<file path="config.mk">
export PLATFORM = sky130hd
export DESIGN_NAME = fetch_queue
export DESIGN_NICKNAME = d
export VERILOG_FILES = /design/src/rtl/fetch_queue_pkg.sv /design/src/rtl/fetch_fifo.sv /design/src/rtl/fetch_queue.sv
export SDC_FILE = /design/constraint.sdc
export NUM_CORES = 1
export LEC_CHECK = 0
export ABC_AREA = 1
export BUFFER_PORTS_ARGS = -buffer_cell sky130_fd_sc_hd__buf_2
export CAP_MARGIN = 20
export CORE_UTILIZATION = 59
export CTS_CLUSTER_SIZE = 30
export DETAILED_ROUTE_END_ITERATION = 16
export GPL_ROUTABILITY_DRIVEN = 0
export MAX_ROUTING_LAYER = met4
export PLACE_DENSITY = 0.8
export SETUP_SLACK_MARGIN = 0.1
export SYNTH_ARGS = -nofsm -noshare
export SYNTH_HDL_FRONTEND = slang
export SYNTH_HIERARCHICAL = 1
export SYNTH_SLANG_ARGS = --single-unit
export TNS_END_PERCENT = 20
</file>
<file path="constraint.sdc">
create_clock -name clk -period 2.8 [get_ports clk]
set_input_delay 0.14 -clock clk [delete_from_list [all_inputs] [get_ports clk]]
set_output_delay 0.14 -clock clk [all_outputs]
set_load 0.02 [all_outputs]
</file>
<file path="src/rtl/fetch_queue_pkg.sv">
// Shared widths, reset defaults and the packed fetch-entry layout used by fetch and decode.
package fetch_queue_pkg;

  localparam int unsigned FQ_ADDR_W   = 16;
  localparam int unsigned FQ_INST_W   = 32;
  localparam int unsigned FQ_DEPTH    = 4;
  localparam int unsigned FQ_RESET_PC = 0;

  localparam int unsigned FQ_ENTRY_W = FQ_ADDR_W + FQ_INST_W;

  // pc sits in the upper bits so decode can slice it the same way the fetch stage packs it.
  typedef struct packed {
    logic [FQ_ADDR_W-1:0] pc;
    logic [FQ_INST_W-1:0] inst;
  } fetch_entry_t;

endpackage

</file>
<file path="src/rtl/fetch_fifo.sv">
// Synchronous FIFO holding fetched {pc, inst} entries; flush beats push and pop.
module fetch_fifo #(
  parameter int unsigned WIDTH = 48,
  parameter int unsigned DEPTH = 4
) (
  input  logic                     clk,
  input  logic                     reset,
  input  logic                     push,
  input  logic                     pop,
  input  logic                     flush,
  input  logic [WIDTH-1:0]         din,
  output logic [WIDTH-1:0]         dout,
  output logic [$clog2(DEPTH):0]   count,
  output logic                     empty,
  output logic                     full
);

  localparam int unsigned PW = $clog2(DEPTH);
  localparam int unsigned CW = PW + 1;

  logic [WIDTH-1:0] mem_q [DEPTH];
  logic [PW-1:0]    wr_ptr_q, rd_ptr_q;
  logic [CW-1:0]    count_q, count_d;
  logic             push_ok, pop_ok;

  assign empty   = (count_q == '0);
  assign full    = (count_q == CW'(DEPTH));
  assign pop_ok  = pop & ~empty;
  // A push into a full FIFO is only legal when the head leaves in the same cycle.
  assign push_ok = push & (~full | pop_ok);
  assign dout    = mem_q[rd_ptr_q];
  assign count   = count_q;

  always_comb begin
    count_d = count_q;
    if (flush) begin
      count_d = '0;
    end else if (push_ok && !pop_ok) begin
      count_d = count_q + CW'(1);
    end else if (pop_ok && !push_ok) begin
      count_d = count_q - CW'(1);
    end
  end

  always_ff @(posedge clk or negedge reset) begin
    if (!reset) begin
      wr_ptr_q <= '0;
      rd_ptr_q <= '0;
      count_q  <= '0;
    end else begin
      count_q <= count_d;
      if (flush) begin
        wr_ptr_q <= '0;
        rd_ptr_q <= '0;
      end else begin
        if (push_ok) wr_ptr_q <= wr_ptr_q + PW'(1);
        if (pop_ok)  rd_ptr_q <= rd_ptr_q + PW'(1);
      end
    end
  end

  always_ff @(posedge clk or negedge reset) begin
    if (!reset) begin
      for (int i = 0; i < int'(DEPTH); i++) mem_q[i] <= '0;
    end else if (!flush && push_ok) begin
      mem_q[wr_ptr_q] <= din;
    end
  end

endmodule

</file>
<file path="src/rtl/fetch_queue.sv">
// Prefetching fetch stage: sequential reads into 1-cycle imem, buffered for decode, flushed on redirect.
module fetch_queue
  import fetch_queue_pkg::*;
#(
  parameter int unsigned ADDR_W   = FQ_ADDR_W,
  parameter int unsigned INST_W   = FQ_INST_W,
  parameter int unsigned DEPTH    = FQ_DEPTH,
  parameter int unsigned RESET_PC = FQ_RESET_PC
) (
  input  logic                     clk,
  input  logic                     reset,
  output logic                     imem_req,
  output logic [ADDR_W-1:0]        imem_addr,
  input  logic [INST_W-1:0]        imem_inst,
  output logic                     out_valid,
  input  logic                     out_ready,
  output logic [INST_W-1:0]        out_inst,
  output logic [ADDR_W-1:0]        out_pc,
  input  logic                     redirect,
  input  logic [ADDR_W-1:0]        redirect_pc,
  output logic [$clog2(DEPTH):0]   count
);

  localparam int unsigned CW = $clog2(DEPTH) + 1;
  localparam int unsigned EW = ADDR_W + INST_W;

  logic [ADDR_W-1:0] pc_q, pc_d;
  logic [ADDR_W-1:0] inflight_pc_q, inflight_pc_d;
  logic              inflight_q, inflight_d;
  logic [CW-1:0]     fifo_count;
  logic              fifo_empty, fifo_full;
  logic [EW-1:0]     fifo_dout;
  logic              pop, push;
  logic [CW:0]       pending;

  assign out_valid = ~fifo_empty;
  assign pop       = out_valid & out_ready & ~redirect;
  assign push      = inflight_q & ~redirect;

  // Credit: entries that will occupy the FIFO after this edge, counting the read already in flight.
  assign pending   = {1'b0, fifo_count} + {{CW{1'b0}}, inflight_q} - {{CW{1'b0}}, pop};
  assign imem_req  = reset & ~redirect & (pending < (CW+1)'(DEPTH));
  assign imem_addr = pc_q;

  assign out_pc   = fifo_dout[EW-1:INST_W];
  assign out_inst = fifo_dout[INST_W-1:0];
  assign count    = fifo_count;

  always_comb begin
    pc_d          = pc_q;
    inflight_d    = 1'b0;
    inflight_pc_d = inflight_pc_q;
    if (redirect) begin
      pc_d = redirect_pc;
    end else if (imem_req) begin
      pc_d          = pc_q + ADDR_W'(1);
      inflight_d    = 1'b1;
      inflight_pc_d = pc_q;
    end
  end

  always_ff @(posedge clk or negedge reset) begin
    if (!reset) begin
      pc_q          <= ADDR_W'(RESET_PC);
      inflight_q    <= 1'b0;
      inflight_pc_q <= '0;
    end else begin
      pc_q          <= pc_d;
      inflight_q    <= inflight_d;
      inflight_pc_q <= inflight_pc_d;
    end
  end

  fetch_fifo #(
    .WIDTH (EW),
    .DEPTH (DEPTH)
  ) u_fifo (
    .clk   (clk),
    .reset (reset),
    .push  (push),
    .pop   (pop),
    .flush (redirect),
    .din   ({inflight_pc_q, imem_inst}),
    .dout  (fifo_dout),
    .count (fifo_count),
    .empty (fifo_empty),
    .full  (fifo_full)
  );

endmodule
</file>
==> impl_metrics.yaml <==
status:
  status: "complete, no violations"
global_route:
  grt_antenna_before_repair: 0
  track_usage_pct: 32.42
  grt_pass1_wl_mm: 50.65
  grt_max_degree: 99
  overflow: 0
  grt_pass1_vias: 10055
cts:
  clockBufferDepth: 3
  path_clk_slew_ps: 60
  clock_latency_ps: 530
  cts_buffers: 25
  cts_tree: "yes"
  clock-root-buffer: "clkbuf_16"
  cts_max_level: 1
  cts_sinks: 232
critical_path:
  worstSetupPathType: "reg -> out"
  rrSetupSlack_ps: 270
  cp.arrival_ps: 2460
  crit_path_start_kind: "flip-flop"
  cp-end-kind: "output port"
  critPathRequiredTime_ps: 2660
  crit_fanout: 5
  r2r_start: "u_fifo/count[1]$_DFFE_PN0P_"
  startpoint: "u_fifo/count[0]$_DFFE_PN0P_"
  r2r_end: "imem_addr[3]$_DFFE_PN0P_"
  rr_worst_depth: 19
routing:
  ant_nets: 0
  first_pass_iters: 5
  route.detailed.drc: 0
  via_per_inst: 5.620
  drtIter0Drc: 913
  wl_mm: 30.82
  wire_per_inst_microns: 16.45
  vias: 10531
pwr:
  combinationalPowerShare_pct: 32.1
  p_clk_share_pct: 27.8
  power.density_nw_per_um2: 869.1
  p_leak_nw: 7.210
  p_int_mw: 7.307
  power.switching_mw: 4.395
  peakVddDrop_v: 0.0007236
  p_total_mw: 11.70
  swShare_pct: 37.56
  pwr-share-seq_pct: 40.1
floorplan:
  io_pins: 121
  initial_core_util_pct: 60.63
  rows: 50
  die_h_microns: 141.3
  dieArea_sq_um: 19980
  coreArea_sq_um: 18890
  fp.dieW_microns: 141.3
final_layout:
  diodes: 0
  fin_area_sq_um: 13460
  drive_gt1_share_pct: 14.62
  fin_cells: 1874
  fin_nets: 1656
  layout_commonest_cell: "nand2_1"
  syn2layout_area_growth_pct: 17.54
  utilization_pct: 71.26
  fillCellCount: 1478
  final_cell_mix: "nand2_1 (517), o21ai_0 (255), dfrtp_1 (229)"
logic_synthesis:
  syn_inst: 1460
  synth_area_sq_um: 11450
  syn-num-nets: 1521
  yosysSeqAreaShare_pct: 50.68
  ys_types: 29
  ys_warn_count: 6
  synth_flop_cell: "dfrtp_1"
  synth_edf_count: 0
  synth_top_area_share_pct: 50.68
  ys_top_cells_by_area: "dfrtp_1 (51%), nand2_1 (17%), o21ai_0 (11%), nor2_1 (3.9%), buf_6 (3.0%)"
  synth_seq_cells: 232
  synth_async_sr_flop_share_pct: 100.0
  syn_area_per_cell_sq_um: 7.846
  yosysTopAreaCell: "dfrtp_1"
sta:
  hold_viol_final: 0
  period_needed_ps: 2601
  rsz0062_at_grt: "no"
  setup_viol: 0
  finClkSkew_ps: 18.87
  finalSetupTns_ps: 0
  fmax_mhz: 384.5
  worst_slew_pin_slew_ps: 1017
  timing.hold.ws_ps: 153.6
  fin_crit_sh_pct: 92.90
  setup_ws_ps: 198.9
  slew_violations: 0
  relSlewSlack_pct: 32.17
place:
  dpl-instance-area_sq_um: 12040
  dp.cells: 1770
  dp_slack_ps: 251.6
  dp.final_hpwl_mm: 17.70
  port_buffers: 120
run:
  drv_cap: 0
worst_hold_path:
  min_path_type: "in -> async"
-- cell families (layout without fill, tap and decap cells) --
logic type	after synthesis	after routing	synth area share, %
adders and majority gates	9	9	1.049
buffers and inverters	154	308	7.318
xor gates and xnor gates	1	1	0.07647
DFF	232	232	50.68
and+or+nand+nor	697	697	24.28
AOI/OAI and AO/OA	367	367	16.59
-- flip-flops by register name (all words and copies together), names as in the netlist --
register,count
inflight_q,1
u_fifo/count,3
inflight_pc_q,16
imem_addr,16
u_fifo/rd_ptr_q,2
u_fifo/mem_q,192
u_fifo/wr_ptr_q,2
-- how the worst max path moves through the flow --
stage | endpoint | cells past startpoint | slack [ps]
finish | imem_req | 17 | 200
global route | imem_req | 17 | 90
CTS | imem_req | 17 | 120
detailed placement | inflight_pc_q[7]$_DFFE_PN0P_ | 18 | 250
global placement | imem_addr[1]$_DFFE_PN0P_ | 18 | 350
floorplan | inflight_pc_q[1]$_DFFE_PN0P_ | 18 | 110
-- area by class of cell --
class / instances / area (sq um) / share of cell area, %
Timing Repair Buffer: 210 / 1468 / 10.90
Sequential cell: 232 / 5809 / 43.15
Clock buffer: 38 / 744.5 / 5.529
Clock inverter: 8 / 68.82 / 0.5111
Tap cell: 260 / 325.3 / 2.416
Inverter: 52 / 197.7 / 1.468
Multi-Input combinational cell: 1074 / 4851 / 36.03
-- routing by layer --
metal	vias up	wire length [microns]	global-route usage, %
met2	446	15140	53.57
met4	0	533	8.124
met3	45	2343	4.219
li1	5028	-	-
met5	-	0	-
met1	5012	12800	42.66
-- power groups by stage --
stage	logic [mW]	clock network, mW	registers [mW]
2_1_floorplan	2.38	0	4.69
3_3_place_gp	3.40	0	4.70
3_5_place_dp	3.49	0	4.74
4_1_cts	3.63	3.29	4.67
5_1_grt	4.15	3.43	4.79
6_report	3.76	3.25	4.69
-- synth_stat cells, types with 2 or more instances --
master / n
a21oi_1: 6
buf_1: 2
buf_2: 13
buf_4: 3
buf_6: 31
clkbuf_1: 53
dfrtp_1: 232
ha_1: 8
inv_1: 49
inv_2: 2
nand2_1: 521
nand2_4: 3
nand3_1: 39
nand3_2: 2
nand3b_1: 2
nand4_1: 3
nor2_1: 118
nor2_4: 4
nor3_1: 2
o21ai_0: 255
o21ai_1: 57
o22ai_1: 48
-- worst max-delay path: stages (launching register included) --
cell and delay, ps:
dfrtp_1 380, nor2_2 140, nand2_2 120, inv_2 70
inv_2 30, nand2_2 60, nor2_4 40, ha_2 180
inv_2 60, ha_4 190, nand2_1 60, inv_1 50
nand2_2 70, nand2_1 60, nand2_2 70, nand4_4 110
inv_4 110, buf_6 120
-- what timing repair did --
item | in CTS | in global routing
pin swaps | 1 | 7
setup endpoints to repair | 1 | 33
resized for setup | 6 | 12
setup buffers | 4 | 4
hold buffers | 50 | 0
hold endpoints to repair | 206 | 0
(Power assumes the default switching activity.)
